[config.mk]
export PLATFORM = sky130hd
export DESIGN_NAME = stall_scoreboard_flat
export DESIGN_NICKNAME = d
export VERILOG_FILES = /design/src/rtl/stall_scoreboard_if.sv /design/src/rtl/stall_scoreboard.sv /design/src/flat_wrapper.sv
export SDC_FILE = /design/constraint.sdc
export NUM_CORES = 1
export LEC_CHECK = 0
export ABC_AREA = 0
export CAP_MARGIN = 0
export CORE_AREA = 2 2 108 110
export CTS_CLUSTER_DIAMETER = 50
export DETAILED_ROUTE_END_ITERATION = 8
export DIE_AREA = 0 0 110 112
export DONT_BUFFER_PORTS = 1
export GPL_TIMING_DRIVEN = 0
export PLACE_DENSITY = 0.54
export SLEW_MARGIN = 20
export SYNTH_ARGS = -nofsm -noshare
export SYNTH_HDL_FRONTEND = slang
export SYNTH_SLANG_ARGS = --single-unit
[constraint.sdc]
create_clock -name i_clk -period 9.35 [get_ports i_clk]
set_input_delay 2.3375 -clock i_clk [delete_from_list [all_inputs] [get_ports i_clk]]
set_output_delay 2.3375 -clock i_clk [all_outputs]
set_load 0.005 [all_outputs]
[src/rtl/stall_scoreboard_if.sv]
// Handshake bundle between the PE write-back/operand-fetch stages and stall_scoreboard.
// master = pipeline side driving requests; slave = the scoreboard.
interface stall_scoreboard_if #(
  parameter int CONFIG_BIT = 4,
  parameter int NUM_RD     = 2
);
  localparam int DEPTH = 1 << CONFIG_BIT;

  logic                         wr_en;
  logic [CONFIG_BIT-1:0]        wr_addr;
  logic [NUM_RD-1:0]            rd_req;
  logic [NUM_RD*CONFIG_BIT-1:0] rd_addr;
  logic [NUM_RD-1:0]            rd_last;
  logic                         wr_ok;
  logic                         wr_stall;
  logic [NUM_RD-1:0]            rd_ok;
  logic [NUM_RD-1:0]            rd_stall;
  logic [DEPTH-1:0]             valid_map;
  logic [CONFIG_BIT:0]          occupancy;
  logic                         deadlock;

  modport master (
    output wr_en, wr_addr, rd_req, rd_addr, rd_last,
    input  wr_ok, wr_stall, rd_ok, rd_stall, valid_map, occupancy, deadlock
  );

  modport slave (
    input  wr_en, wr_addr, rd_req, rd_addr, rd_last,
    output wr_ok, wr_stall, rd_ok, rd_stall, valid_map, occupancy, deadlock
  );
endinterface

[src/rtl/stall_scoreboard.sv]
// Per-entry valid scoreboard granting/stalling one write and NUM_RD reads per cycle.
// Optional macro SB_WR_FWD_EN: forward a same-cycle granted write to readers.

// One read channel: hit/grant, its clear contribution and its stall timeout counter.
module stall_scoreboard_lane #(
  parameter int CONFIG_BIT = 4,
  parameter int DEPTH      = 16,
  parameter int TIMEOUT_W  = 8
) (
  input  logic                  i_clk,
  input  logic                  i_rst_n,
  input  logic [DEPTH-1:0]      i_valid,
  input  logic [CONFIG_BIT-1:0] i_addr,
  input  logic                  i_req,
  input  logic                  i_last,
  input  logic                  i_wr_ok,
  input  logic [CONFIG_BIT-1:0] i_wr_addr,
  output logic                  o_ok,
  output logic                  o_stall,
  output logic [DEPTH-1:0]      o_clr,
  output logic                  o_fwd_kill,
  output logic                  o_at_limit
);
  localparam logic [TIMEOUT_W-1:0] LIMIT = {TIMEOUT_W{1'b1}};

  logic                 w_hit_reg;
  logic                 w_fwd;
  logic                 w_hit;
  logic [TIMEOUT_W-1:0] r_cnt;

  assign w_hit_reg = i_valid[i_addr];

`ifdef SB_WR_FWD_EN
  assign w_fwd = i_wr_ok & (i_wr_addr == i_addr);
`else
  logic w_unused;
  assign w_unused = &{1'b0, i_wr_ok, i_wr_addr};
  assign w_fwd    = 1'b0;
`endif

  assign w_hit   = w_hit_reg | w_fwd;
  assign o_ok    = i_rst_n & i_req & w_hit;
  assign o_stall = i_rst_n & i_req & ~w_hit;

  // Only registered hits feed the write-grant clear, so wr_ok never loops through forwarding.
  assign o_clr      = (i_rst_n & i_req & w_hit_reg & i_last) ? (DEPTH'(1) << i_addr) : '0;
  assign o_fwd_kill = o_ok & i_last & w_fwd & ~w_hit_reg;
  assign o_at_limit = (r_cnt == LIMIT);

  always_ff @(posedge i_clk) begin
    if (!i_rst_n)          r_cnt <= '0;
    else if (!o_stall)     r_cnt <= '0;
    else if (!o_at_limit)  r_cnt <= r_cnt + 1'b1;
  end
endmodule

module stall_scoreboard #(
  parameter int CONFIG_BIT = 4,
  parameter int NUM_RD     = 2,
  parameter int TIMEOUT_W  = 8
) (
  input  logic i_clk,
  input  logic i_rst_n,
  stall_scoreboard_if.slave sb
);
  localparam int DEPTH = 1 << CONFIG_BIT;

  logic [DEPTH-1:0]               r_valid;
  logic [CONFIG_BIT:0]            r_occ;
  logic                           r_deadlock;

  logic [NUM_RD-1:0][DEPTH-1:0]   w_clr_lane;
  logic [NUM_RD-1:0]              w_fwd_kill;
  logic [NUM_RD-1:0]              w_at_limit;
  logic [NUM_RD-1:0]              w_rd_ok;
  logic [NUM_RD-1:0]              w_rd_stall;
  logic [DEPTH-1:0]               w_clr;
  logic [CONFIG_BIT:0]            w_pop;
  logic                           w_wr_ok;
  logic                           w_set;
  logic [DEPTH-1:0]               w_valid_nxt;
  logic [CONFIG_BIT:0]            w_occ_nxt;

  genvar g;
  generate
    for (g = 0; g < NUM_RD; g++) begin : g_lane
      stall_scoreboard_lane #(
        .CONFIG_BIT(CONFIG_BIT), .DEPTH(DEPTH), .TIMEOUT_W(TIMEOUT_W)
      ) u_lane (
        .i_clk     (i_clk),
        .i_rst_n   (i_rst_n),
        .i_valid   (r_valid),
        .i_addr    (sb.rd_addr[g*CONFIG_BIT +: CONFIG_BIT]),
        .i_req     (sb.rd_req[g]),
        .i_last    (sb.rd_last[g]),
        .i_wr_ok   (w_wr_ok),
        .i_wr_addr (sb.wr_addr),
        .o_ok      (w_rd_ok[g]),
        .o_stall   (w_rd_stall[g]),
        .o_clr     (w_clr_lane[g]),
        .o_fwd_kill(w_fwd_kill[g]),
        .o_at_limit(w_at_limit[g])
      );
    end
  endgenerate

  // Channels clearing the same entry collapse into one bit, so popcount counts it once.
  always_comb begin
    w_clr = '0;
    for (int i = 0; i < NUM_RD; i++) w_clr = w_clr | w_clr_lane[i];
    w_pop = '0;
    for (int i = 0; i < DEPTH; i++) w_pop = w_pop + (CONFIG_BIT+1)'(w_clr[i]);
  end

  assign w_wr_ok = i_rst_n & sb.wr_en & (~r_valid[sb.wr_addr] | w_clr[sb.wr_addr]);
  // A forwarded final read consumes the new entry before it is ever stored.
  assign w_set   = w_wr_ok & ~(|w_fwd_kill);

  assign w_valid_nxt = (r_valid & ~w_clr) | (w_set ? (DEPTH'(1) << sb.wr_addr) : '0);
  assign w_occ_nxt   = r_occ - w_pop + {{CONFIG_BIT{1'b0}}, w_set};

  always_ff @(posedge i_clk) begin
    if (!i_rst_n) begin
      r_valid    <= '0;
      r_occ      <= '0;
      r_deadlock <= 1'b0;
    end else begin
      r_valid    <= w_valid_nxt;
      r_occ      <= w_occ_nxt;
      r_deadlock <= r_deadlock | (|w_at_limit);
    end
  end

  assign sb.wr_ok     = w_wr_ok;
  assign sb.wr_stall  = i_rst_n & sb.wr_en & ~w_wr_ok;
  assign sb.rd_ok     = w_rd_ok;
  assign sb.rd_stall  = w_rd_stall;
  assign sb.valid_map = r_valid;
  assign sb.occupancy = r_occ;
  assign sb.deadlock  = r_deadlock;
endmodule

[src/flat_wrapper.sv]
// flat-port wrapper written by rule: the top's interface ports become plain ports
module stall_scoreboard_flat 
#(
  parameter int CONFIG_BIT = 4,
  parameter int NUM_RD     = 2,
  parameter int TIMEOUT_W  = 8
)
  (i_clk, i_rst_n, sb_wr_en, sb_wr_addr, sb_rd_req, sb_rd_addr, sb_rd_last, sb_wr_ok, sb_wr_stall, sb_rd_ok, sb_rd_stall, sb_valid_map, sb_occupancy, sb_deadlock);
  stall_scoreboard_if #(.CONFIG_BIT(CONFIG_BIT), .NUM_RD(NUM_RD)) sb_i ();
  input  logic i_clk;
  input  logic i_rst_n;
  input wire logic [$bits(sb_i.wr_en)-1:0] sb_wr_en;
  input wire logic [$bits(sb_i.wr_addr)-1:0] sb_wr_addr;
  input wire logic [$bits(sb_i.rd_req)-1:0] sb_rd_req;
  input wire logic [$bits(sb_i.rd_addr)-1:0] sb_rd_addr;
  input wire logic [$bits(sb_i.rd_last)-1:0] sb_rd_last;
  output wire logic [$bits(sb_i.wr_ok)-1:0] sb_wr_ok;
  output wire logic [$bits(sb_i.wr_stall)-1:0] sb_wr_stall;
  output wire logic [$bits(sb_i.rd_ok)-1:0] sb_rd_ok;
  output wire logic [$bits(sb_i.rd_stall)-1:0] sb_rd_stall;
  output wire logic [$bits(sb_i.valid_map)-1:0] sb_valid_map;
  output wire logic [$bits(sb_i.occupancy)-1:0] sb_occupancy;
  output wire logic [$bits(sb_i.deadlock)-1:0] sb_deadlock;
  assign sb_i.wr_en = sb_wr_en;
  assign sb_i.wr_addr = sb_wr_addr;
  assign sb_i.rd_req = sb_rd_req;
  assign sb_i.rd_addr = sb_rd_addr;
  assign sb_i.rd_last = sb_rd_last;
  assign sb_wr_ok = sb_i.wr_ok;
  assign sb_wr_stall = sb_i.wr_stall;
  assign sb_rd_ok = sb_i.rd_ok;
  assign sb_rd_stall = sb_i.rd_stall;
  assign sb_valid_map = sb_i.valid_map;
  assign sb_occupancy = sb_i.occupancy;
  assign sb_deadlock = sb_i.deadlock;
  stall_scoreboard #(.CONFIG_BIT(CONFIG_BIT), .NUM_RD(NUM_RD), .TIMEOUT_W(TIMEOUT_W)) u_core (.i_clk(i_clk), .i_rst_n(i_rst_n), .sb(sb_i));
endmodule
# Word-level counts from Yosys, hierarchy flattened
# Index checks and enable logic that the tools add are counted.
[word_totals] ff_bits=38 output_inout_bits=28
[classes] n_addsub=19 magnitude_cmp=3 eq_ne=2 shifts=3 mux=11 bitwise_logic=21 reduce_logical=3
[op_table] operator="$add 5x1->5" n=15
[op_table] operator="$mux 16" n=3
[op_table] operator="$shl 1x4->16 const A" n=3
[op_table] operator="$or 16x16->16" n=2
[op_table] operator="$add 8x1->8 const B" n=2
[op_table] operator="$and 16x16->16" n=1
[op_table] operator="$bmux 1 s4" n=4
[op_table] operator="$eq 8x8->1 const B" n=2
[op_table] operator="$not 16->16" n=1
[op_table] operator="$lt 4x5->1 const B" n=3
[op_table] operator="$and 1x1->1" n=11
[op_table] operator="$sub 5x5->5" n=1
[op_table] operator="$mux 1" n=4
[op_table] operator="$not 1->1" n=4
[op_table] operator="$reduce_and 2->1" n=2
[op_table] operator="$add 1x1->2" n=1
[op_table] operator="$or 1x1->1" n=2
[op_table] operator="$reduce_or 2->1" n=1

# Depth between registers and ports, before layout
# Gate-level depths: netlist of the first run.
[depth] depth_word=23 ltp_mapped=23

# Hierarchy
# Synthesis of the first run repeated with hierarchy kept, for this count alone.
[unflattened] cells_unflattened=394 hier_area_um2=3584.7
[by_module_without_submodules] module="stall_scoreboard_lane" n_inst=2 cells_each=99 area_per_inst_um2=914.6 seq_area_each_um2=160.2
[by_module_without_submodules] module="stall_scoreboard" n_inst=1 cells_each=196 area_per_inst_um2=1755.4 seq_area_each_um2=440.4

# Least setup slack after synthesis of the first run
# Ideal clock, no wire load.
[synth_path] path_type="input -> register" from="in sb_rd_addr[5]" to="reg u_core.r_occ[4] (netlist: u_core.sb.occupancy[4])" arrival_ns=7.370 required_time_ns=9.235 setup_slack_ns=1.865 cell_stages=20 cell_sequence="buf_6 -> buf_2 -> mux2i_1 -> a221oi_1 -> and2_1 -> a32o_1 -> fa_1 -> inv_1 -> fa_1 -> inv_1 -> fa_1 -> fa_1 -> fa_1 -> inv_1 -> fa_1 -> ha_1 -> fa_1 -> xor2_1 -> xnor2_1 -> and2_1"
[synth_between] elab_chain_cells=23 elab_cells_between_ends=28
[synth_rtl] item="start, declared" line_no="flat_wrapper.sv:15" source="input wire logic [$bits(sb_i.rd_addr)-1:0] sb_rd_addr;"
[synth_rtl] item="$bmux 1 s4" line_no="stall_scoreboard.sv:31" source="assign w_hit_reg = i_valid[i_addr];"
[synth_rtl] item="$mux 1 (implied by the code)" line_no="stall_scoreboard.sv:31"
[synth_rtl] item="$and 1x1->1" line_no="stall_scoreboard.sv:46" source="assign o_clr = (i_rst_n & i_req & w_hit_reg & i_last) ? (DEPTH'(1) << i_addr) : '0;"
[synth_rtl] item="$and 1x1->1"
[synth_rtl] item="$mux 16 *" line_no="stall_scoreboard.sv:46"
[synth_rtl] item="$or 16x16->16 *" line_no="stall_scoreboard.sv:110" source="for (int i = 0; i < NUM_RD; i++) w_clr = w_clr | w_clr_lane[i];"
[synth_rtl] item="$add 1x1->2" line_no="stall_scoreboard.sv:112" source="for (int i = 0; i < DEPTH; i++) w_pop = w_pop + (CONFIG_BIT+1)'(w_clr[i]);"
[synth_rtl] item="$add 5x1->5 (14 in a row)" line_no="stall_scoreboard.sv:112"
[synth_rtl] item="$sub 5x5->5" line_no="stall_scoreboard.sv:120" source="assign w_occ_nxt = r_occ - w_pop + {{CONFIG_BIT{1'b0}}, w_set};"
[synth_rtl] item="$add 5x1->5 *" line_no="stall_scoreboard.sv:120"
[synth_rtl] item="end signal, assigned" line_no="stall_scoreboard.sv:129" source="r_occ <= w_occ_nxt;"
[synth_rtl] item="end, declared" line_no="stall_scoreboard.sv:69" source="logic [CONFIG_BIT:0] r_occ;"
# Every way passes the cells marked *; elsewhere a longest branch is shown, timed or not. The select of a mux whose other input is x is not followed.
# A chain may end at the register's enable or synchronous reset.

# Worst setup path in the final report of the first run
[layout_path] from="in sb_rd_addr[2]" to="reg u_core.r_occ[4] (netlist: u_core.sb.occupancy[4])"
# The elaborated chain is that of the path after synthesis.

==> impl_results.md, run 1 <==
- Fraction of registers with async set/reset: 0
- Ant. Diodes: 0
- Vias per std cell: 5.65
- Wirelength, routed: 10600 um
- Die ar.: 12300 sq um
- Hold Vio Cnt, Final: 0
- Hold WC Path Type: reg2reg
- Worst path most repeated cell: fa_1
- Sequential area share after synthesis: 0.233
- Die X: 110 um
- Final ANT Viol Nets: 0
- Crit path launch type: primary input
- CP max stage cell: fa_1
- Post-CTS Setup Bufs: 0
- Placer Congestion: 0.954
- RSZ-0062 raised after global routing: false
- Status: completed
- Critical R2R Launch: u_core.sb.valid_map[6]$_SDFF_PN0_
- H-tree levels: 2
- Layout Area Growth over Synthesis: 9.61%
- Tot GR Track Use: 0.179
- Crit path max-delay family: adder cells
- Max incr delay on CP: 0.52 ns
- DR DRC count: 0
- Worst EP arrival: 8.00 ns
- Post-route setup TNS: 0 ns
- Initial DRC Count: 341
- Gate Count Post-Synth: 389
- Final std cells w/o fill: 539
- Congestion Overflow GR: 0
- Synth cell types: 51
- Post-Place Cells: 532
- Worst-Margin Slew: 0.750 ns
- Clk Latency, worst-skew pair: 0.29 ns
- Final Slew Violations: 0
- Largest net degree at the start of global routing: 12
- DRT Pass-1 Iters: 5
- WHS Path Cells: 1
- Number of core rows: 39
- WL/cell: 19.7 um
- Hold Path Origin: u_core.sb.deadlock$_SDFF_PN0_
- Max clock buf depth: 2
- Final instance area: 3580 sq um
- CTS tree: built
- Endpoints failing setup: 0
- Synthesized cell area: 3270 sq um
- Final min period: 7.82 ns
- DP Area: 3450 sq um
- First-pass GRT wire length: 16800 um
- Reg2Reg Capture Point: u_core.sb.occupancy[4]$_SDFF_PN0_
- Max_cap viols: 0
- Hold endpoint: u_core.sb.deadlock$_SDFF_PN0_
- Max_slew headroom: 0.493
- # clock sinks: 38
- Vias in the first global route: 2971
- I/O pins: 47
- Tcrit/Tclk final: 0.836
- Seq cells post-synth: 38
- CP endpoint kind: register
- Number of port buffers: 0
- Clock skew: 0.0112 ns
- Post-synth EDFFs: 0
- PwrDens: 116 nW/um^2
- # resized after CTS: 0
- Core box area: 11200 sq um
- CP Buf/Inv Count: 4
- Final net count: 445
- Cells along the critical path: clkbuf_1 > nor2b_1 > a221oi_1 > nand3_1 > nor3_1 > a32o_1 > fa_1 > inv_1 > fa_1 > inv_1 > fa_1 > fa_1 > fa_1 > inv_1 > fa_1 > ha_1 > fa_1 > xor2_1 > xnor2_1 > and2_1
- Highest fanout seen on the critical path: 10
- P_leak: 0.00140 uW
- Layout cell share with drive strength beyond 1: 0.0758
- Required time of the critical path: 9.54 ns
- Synth Area per Inst: 8.40 sq um
- CTS Buf Count: 5
- CTS clock-pin slew for the worst setup and hold paths: 0.06 ns
- Die H: 112 um
- Worst R2R Setup Slack: 3.53 ns
- Max Freq: 128 MHz
- Post-DP HPWL: 8350 um
- Initial antenna violation count: 0
- Synthesized net count: 438
- Dominant synthesized flop cell: dfxtp_1
- Starting density of the core: 0.292
- Root Buffer: clkbuf_16
- Crit path kind: in2reg
- Max VDD drop: 0.0696 mV
- Ys Warns: 0
- Via count: 3046
- Worst r2r path cells: 19
- CP Launch Point: sb_rd_addr[2]
- Hold-fix buffers, CTS: 0
-- how the worst max path moves through the flow --
stage                                              endpoint  slack [ns]  depth (start not counted)
after detailed placement  u_core.sb.occupancy[4]$_SDFF_PN0_        1.30                         20
after global placement    u_core.sb.occupancy[4]$_SDFF_PN0_        1.33                         20
final                     u_core.sb.occupancy[4]$_SDFF_PN0_        1.53                         20
after floorplan           u_core.sb.occupancy[4]$_SDFF_PN0_        1.87                         20
after CTS                 u_core.sb.occupancy[4]$_SDFF_PN0_        1.59                         20
after global routing      u_core.sb.occupancy[4]$_SDFF_PN0_        1.29                         20
-- registers in the layout (all words and copies together), names as in the netlist --
signal,count
u_core.g_lane.u_lane.r_cnt,16
u_core.sb.deadlock,1
u_core.sb.occupancy,5
u_core.sb.valid_map,16
-- final cells by class --
| class | count | area (sq um) |
|---|---|---|
| Multi-Input combinational cell | 302 | 2290 |
| Inverter | 31 | 116 |
| Clock inverter | 2 | 10.0 |
| Clock buffer | 5 | 125 |
| Tap cell | 143 | 179 |
| Sequential cell | 38 | 761 |
| Buffer | 18 | 100 |
| Fill cell | 1185 | 7590 |
-- routing by layer --
metal	global-route usage	routed length (um)	vias up
li1	-	-	1430
met1	0.251	4610	1464
met2	0.276	4880	130
met3	0.0375	874	22
met4	0.0489	225	0
met5	0	0	-
-- worst register-to-register path, stage by stage, from the launching register on --
cell and delay (ns):
dfxtp_1 0.47, mux2i_1 0.14, a221oi_1 0.46, nand3_1 0.28, nor3_1 0.32, a32o_1 0.31
fa_1 0.43, inv_1 0.08, fa_1 0.16, inv_1 0.05, fa_1 0.49, fa_1 0.52
fa_1 0.42, inv_1 0.08, fa_1 0.42, ha_1 0.22, fa_1 0.38, xor2_1 0.18
xnor2_1 0.12, and2_1 0.15
-- power breakdown --
part / total [uW] / internal (uW) / leakage [uW] / switching (uW)
combinational: 74.1 / 28.0 / 0.00102 / 46.1
clock: 165 / 96.4 / 0.0000694 / 68.8
sequential: 175 / 168 / 0.000308 / 7.37
total: 415 / 292 / 0.00140 / 122
-- cells by family after synthesis --
logic type      after synthesis  synth area share
mux                          23            0.0865
simple gates                158             0.235
buf+inv                      49            0.0662
xor+xnor                     11            0.0295
flops                        38             0.233
fa+ha+maj                    30             0.147
compound gates               80             0.203
-- per-stage QoR --
| step | power (uW) | util | setup slack (ns) | hold WS [ns] |
|---|---|---|---|---|
| floorplan | 233 | - | 1.87 | 0.461 |
| global placement | 253 | 0.308 | 1.33 | 0.475 |
| detailed placement | 253 | 0.308 | 1.30 | 0.493 |
| CTS | 419 | 0.321 | 1.59 | 0.502 |
| global route | 436 | 0.321 | 1.29 | 0.531 |
| finish | 415 | 0.321 | 1.53 | 0.501 |
-- placed cells by master, fill, tap and decap left out, types with 5 or more instances in the layout --
master | Yosys | layout
ha_1 | 16 | 16
and3_1 | 7 | 7
clkbuf_16 | 0 | 5
nand2b_1 | 7 | 7
xnor2_1 | 7 | 7
a32o_1 | 7 | 7
nand3_1 | 17 | 17
mux2i_1 | 17 | 17
nand2_1 | 42 | 42
dfxtp_1 | 38 | 38
a2111oi_0 | 7 | 7
nor2b_1 | 11 | 11
nor3_1 | 7 | 7
fa_1 | 14 | 14
clkbuf_1 | 8 | 8
o21ai_0 | 6 | 6
a21oi_1 | 10 | 10
o2bb2ai_1 | 13 | 13
nand4_1 | 10 | 10
inv_1 | 31 | 31
buf_4 | 6 | 6
nor2_1 | 37 | 37
and2_1 | 9 | 9
-- cell usage after synthesis, types with 4 or more instances --
library cell	count	area, sq um
o31ai_1	4	30.0
xnor2_1	7	61.3
nand2_1	42	158
nand4_1	10	62.6
nand2b_1	7	43.8
o22ai_1	4	25.0
mux4_2	4	90.1
nand3_1	17	85.1
nor2b_1	11	68.8
dfxtp_1	38	761
nor3_1	7	35.0
a21oi_1	10	50.1
o2bb2ai_1	13	114
and2_1	9	56.3
a32o_1	7	70.1
a2111oi_0	7	61.3
clkbuf_1	8	30.0
a22oi_1	4	30.0
or2_2	4	25.0
o21ai_0	6	30.0
ha_1	16	200
inv_1	31	116
xor2_1	4	35.0
buf_4	6	45.0
a31oi_1	4	25.0
nor2_1	37	139
mux2i_1	17	170
fa_1	14	280
and3_1	7	43.8
No activity file was read; power rests on OpenSTA's default activity.
==> run 2, diff against run 1 <==
- clock period: 9.35 -> 7.8 ns (I/O delays scaled with it)
==> results of run 2 <==
Same layout as run 1 (identical final DEF). Status: completed.
Main changes from that run: setup slack after placement 1.30 ns -> 0.137 ns; setup slack after layout 1.53 ns -> 0.371 ns; register-to-register setup slack 3.53 ns -> 1.98 ns; total power 415 uW -> 497 uW; worst IR drop on VDD 0.0696 mV -> 0.0834 mV
==> run 3, diff against run 2 <==
- ABC_CLOCK_PERIOD_IN_PS: unset -> 7800
==> results of run 3 <==
Same layout as run 1 (identical final DEF). Status: completed.
Main changes from that run: setup slack after placement 1.30 ns -> 0.137 ns; setup slack after layout 1.53 ns -> 0.371 ns; register-to-register setup slack 3.53 ns -> 1.98 ns; total power 415 uW -> 497 uW; worst IR drop on VDD 0.0696 mV -> 0.0834 mV
==> patch 1: new RTL, settings of run 1 <==
The option `SB_WR_FWD_EN` is turned on by a define.
--- a/src/rtl/stall_scoreboard.sv
+++ b/src/rtl/stall_scoreboard.sv
@@ -2,6 +2,8 @@
 // Optional macro SB_WR_FWD_EN: forward a same-cycle granted write to readers.
 
 // One read channel: hit/grant, its clear contribution and its stall timeout counter.
+`define SB_WR_FWD_EN
+
 module stall_scoreboard_lane #(
   parameter int CONFIG_BIT = 4,
   parameter int DEPTH      = 16,
Function: changed (Yosys sat finds a counterexample within 4 cycles, from zero or initial values and one cycle with i_rst_n low).
==> patch 1 against run 1 <==
Sequential share of layout area increased by 0.39 points. Cell area decreased by 1.8%. Clock power is 5% higher. First-iteration DRC count is 53% lower. Critical path depth down 2. Sequential cell count unchanged. Synthesized area is 2.5% lower. Non-clock buffer count up 1. Power shrank 1.3%. Synthesized cell count decreased by 9.5%. Setup slack improved by 0.41 ns. Routed wire length decreased by 18%. Largest cell class unchanged. Largest power group is now the clock network. Highest routed layer unchanged.
==> patch 1: results (changes against run 1) <==
outcome completed (unchanged); comb pwr 62.4 uW (was 74.1 uW); Levels on crit path 18 (was 20); Antenna Cells 0 (unchanged); maximum vdd drop 0.0000597 V (was 0.0000696 V); Synth top cells by count dfxtp_1 (38), inv_1 (36), nand2_1 (26) (was nand2_1 (42), dfxtp_1 (38), nor2_1 (37)); Worst Skew 0.00372 ns (was 0.0112 ns); Pleak 0.00144 uW (was 0.00140 uW); Final nets 408 (was 445); layout cell share with drive strength beyond 1 13.1% (was 7.58%); largest net degree at the start of global routing 13 (was 12); WHS 0.489 ns (was 0.501 ns); met2 wire length 3.98 mm (was 4.88 mm); Min-Delay Path Depth 2 (was 1); pre-CTS setup slack 1.61 ns (was 1.30 ns); met2 GRT Util 23.4% (was 27.6%); fraction of registers with async set/reset 0% (unchanged); metal1 wirelength 3.72 mm (was 4.61 mm); P_int 298 uW (was 292 uW); Rel. slew slack 63.0% (was 49.3%); sequential-to-total area share from yosys stat 23.9% (was 23.3%); GRT met1 Usage 19.2% (was 25.1%); Mapped Avg Cell Area 9.05 um2 (was 8.40 um2); ranking of synthesized cells by area dfxtp_1 (24%), fa_1 (8.8%), mux4_2 (7.1%) (was dfxtp_1 (23%), fa_1 (8.6%), ha_1 (6.1%)); R2R setup slack 3.83 ns (was 3.53 ns); met3 Usage GRT 2.99% (was 3.75%); Detailed Place HPWL 6.89 mm (was 8.35 mm); Worst Path Arrival 7.59 ns (was 8.00 ns); WL final 8.65 mm (was 10.6 mm); Avg WL per Cell 17.2 um (was 19.7 um); met3 WL 702 um (was 874 um); dpl cell area 3370 um2 (was 3450 um2); first-pass GRT wire length 14.1 mm (was 16.8 mm); Port Buffers 0 (unchanged); combinational power share 15.3% (was 17.9%); Initial DRT Pass Iterations 4 (was 5); gpl congestion 0.898 (was 0.954); Syn Nets 401 (was 438); CP max stage delay 0.58 ns (was 0.52 ns); # fillers 1182 (was 1185); vias per inst 5.32 (was 5.65); synth unique cells 57 (was 51); vias in the first global route 2707 (was 2971)
[patch 1: area by class of cell]
| cell class | count | area (um2) | share of cell area [%] |
|---|---|---|---|
| clock buffers | 6 | 139 | 3.95 |
| well taps | 143 | 179 | 5.09 |
| flip-flops and latches | 38 | 761 | 21.6 |
| inverters | 36 | 135 | 3.84 |
| clock inverters | 2 | 12.5 | 0.356 |
| plain buffers | 19 | 108 | 3.06 |
| multi-input cells | 259 | 2180 | 62.1 |
[patch 1: how the worst max path moves through the flow]
stage	startpoint	slack [ns]	end
2_1_floorplan	sb_rd_addr[4]	1.98	u_core.sb.occupancy[4]
3_3_place_gp	sb_rd_addr[1]	1.63	u_core.sb.occupancy[4]
3_5_place_dp	sb_rd_addr[4]	1.61	u_core.sb.occupancy[4]
4_1_cts	sb_rd_addr[4]	1.91	u_core.sb.occupancy[4]
5_1_grt	sb_rd_addr[1]	1.53	u_core.sb.occupancy[4]
6_report	sb_rd_addr[4]	1.94	u_core.sb.occupancy[4]
[patch 1: cells by family (layout without fill, tap and decap cells)]
kind of cell,Yosys count,count (layout),share of synthesized area (%)
adders and majority gates,30,30,15.1
and+or+nand+nor,132,132,24.0
muxes,20,20,10.5
xor gates and xnor gates,19,19,5.22
AOI/OAI and AO/OA,58,58,13.7
DFF,38,38,23.9
buffers and inverters,55,63,7.62
[patch 1: worst reg2reg max path, stage by stage (launching register included)]
cell and delay [ns]:
dfxtp_1 0.36, mux2_1 0.33, nor3b_1 0.31, or4_4 0.24, o22ai_1 0.16, fa_1 0.54, inv_1 0.05, fa_1 0.38
fa_1 0.52, inv_1 0.06, fa_1 0.50, fa_1 0.45, fa_1 0.51, inv_1 0.04, ha_1 0.20, fa_1 0.37
xnor2_1 0.19, xnor2_1 0.14, nor2_1 0.05
==> patch 2: new RTL, flow settings as in run 1 <==
Without the edit above. Make the reset (`i_rst_n`) asynchronous in 2 clocked blocks.
--- a/src/rtl/stall_scoreboard.sv
+++ b/src/rtl/stall_scoreboard.sv
@@ -47,7 +47,7 @@
   assign o_fwd_kill = o_ok & i_last & w_fwd & ~w_hit_reg;
   assign o_at_limit = (r_cnt == LIMIT);
 
-  always_ff @(posedge i_clk) begin
+  always_ff @(posedge i_clk or negedge i_rst_n) begin
     if (!i_rst_n)          r_cnt <= '0;
     else if (!o_stall)     r_cnt <= '0;
     else if (!o_at_limit)  r_cnt <= r_cnt + 1'b1;
@@ -119,7 +119,7 @@
   assign w_valid_nxt = (r_valid & ~w_clr) | (w_set ? (DEPTH'(1) << sb.wr_addr) : '0);
   assign w_occ_nxt   = r_occ - w_pop + {{CONFIG_BIT{1'b0}}, w_set};
 
-  always_ff @(posedge i_clk) begin
+  always_ff @(posedge i_clk or negedge i_rst_n) begin
     if (!i_rst_n) begin
       r_valid    <= '0;
       r_occ      <= '0;
Formal check against the unedited RTL: differs if i_rst_n is asserted again (counterexample within 4 cycles, from zero or initial values and one cycle with i_rst_n low); with i_rst_n held inactive, the same outputs for 10 cycles.
==> patch 2 against run 1 <==
Synthesized cell count is 8.2% lower. Critical path depth is 1 lower. Sequential cell count stayed put. Setup slack better by 0.90 ns. Cell area is 2.0% higher. Synthesized area is 0.38% higher. Routed wire length is 12% lower. Critical path type unchanged. Largest cell class unchanged.
Power is not compared: it rests on default switching activity, and its combinational part moved more than twofold at a synthesized area within 25%.
==> patch 2: results (changes against run 1) <==
multi-input logic area 2090 um2 (was 2290 um2); sequential cell area share 26.0% (was 21.2%); synth unique cells 57 (was 51); WHS 0.496 ns (was 0.501 ns); WHS Endpoint u_core.sb.deadlock (unchanged); fin cells 508 (was 539); Clock-cell share 5.31% (was 3.77%); R2R setup slack 4.07 ns (was 3.53 ns); largest net degree at the start of global routing 43 (was 12); Overall Power 641 uW; met3 Usage GRT 4.45% (was 3.75%); met2 GRT Util 23.1% (was 27.6%); GRT met1 Usage 22.0% (was 25.1%); GRT Util Overall 15.8% (was 17.9%); worst setup path start i_rst_n (was sb_rd_addr[2]); vias after detailed routing 2844 (was 3046); placed cells 500 (was 532); Hold Path Origin u_core.sb.deadlock (unchanged); metal1 wirelength 3.89 mm (was 4.61 mm); met3 WL 976 um (was 874 um); outcome completed (unchanged); reg-to-reg startpoint u_core.sb.valid_map[3] (was u_core.sb.valid_map[6]); Multi-In Gates 262 (was 302); Detailed Place HPWL 7.18 mm (was 8.35 mm); met2 wire length 4.15 mm (was 4.88 mm); crit path capture u_core.sb.occupancy[4] (unchanged); gpl congestion 0.901 (was 0.954); Synth top cells by count dfrtp_1 (38), inv_1 (37), nor2_1 (30) (was nand2_1 (42), dfxtp_1 (38), nor2_1 (37)); Syn Nets 406 (was 438); # fillers 1141 (was 1185); pre-CTS setup slack 2.14 ns (was 1.30 ns); Plain + repair buffers 17 (was 18); FF-to-FF path depth 17 (was 19); Finished Core Util 32.7% (was 32.1%); fraction of registers with async set/reset 100% (was 0%); WL final 9.29 mm (was 10.6 mm); Layout non-clock buf frac 2.53% (was 2.79%); Logic inverters 40 (was 31); Rel. slew slack 61.7% (was 49.3%); DR iter-0 viols 247 (was 341); dpl cell area 3460 um2 (was 3450 um2); ranking of synthesized cells by area dfrtp_1 (29%), fa_1 (8.5%), ha_1 (6.1%) (was dfxtp_1 (23%), fa_1 (8.6%), ha_1 (6.1%))
patch 2: changes by cell type in the layout (fill, tap and decap cells not counted), moves of 12 or more:
cell,change
mux2i_1,-12
dfrtp_1,+38
o21ai_1,+14
o2bb2ai_1,-13
nand2_1,-13
dfxtp_1,-38
patch 2: kinds of logic (layout without fill, tap and decap cells):
group | Yosys count | count (layout) | share of synthesized area [%]
compound gates | 68 | 68 | 14.2
xor+xnor | 8 | 8 | 2.14
fa+ha+maj | 30 | 30 | 14.6
buf+inv | 57 | 65 | 7.40
flops | 38 | 38 | 29.0
mux | 18 | 18 | 9.65
simple gates | 138 | 138 | 23.0
patch 2: critical path, delay by kind of cell:
| kind | cells | cell delay [ns] |
|---|---|---|
| buffers and inverters | 5 | 0.46 |
| xor gates and xnor gates | 2 | 0.35 |
| AOI/OAI and AO/OA | 1 | 0.14 |
| and+or+nand+nor | 3 | 0.49 |
| adders and majority gates | 8 | 3.32 |
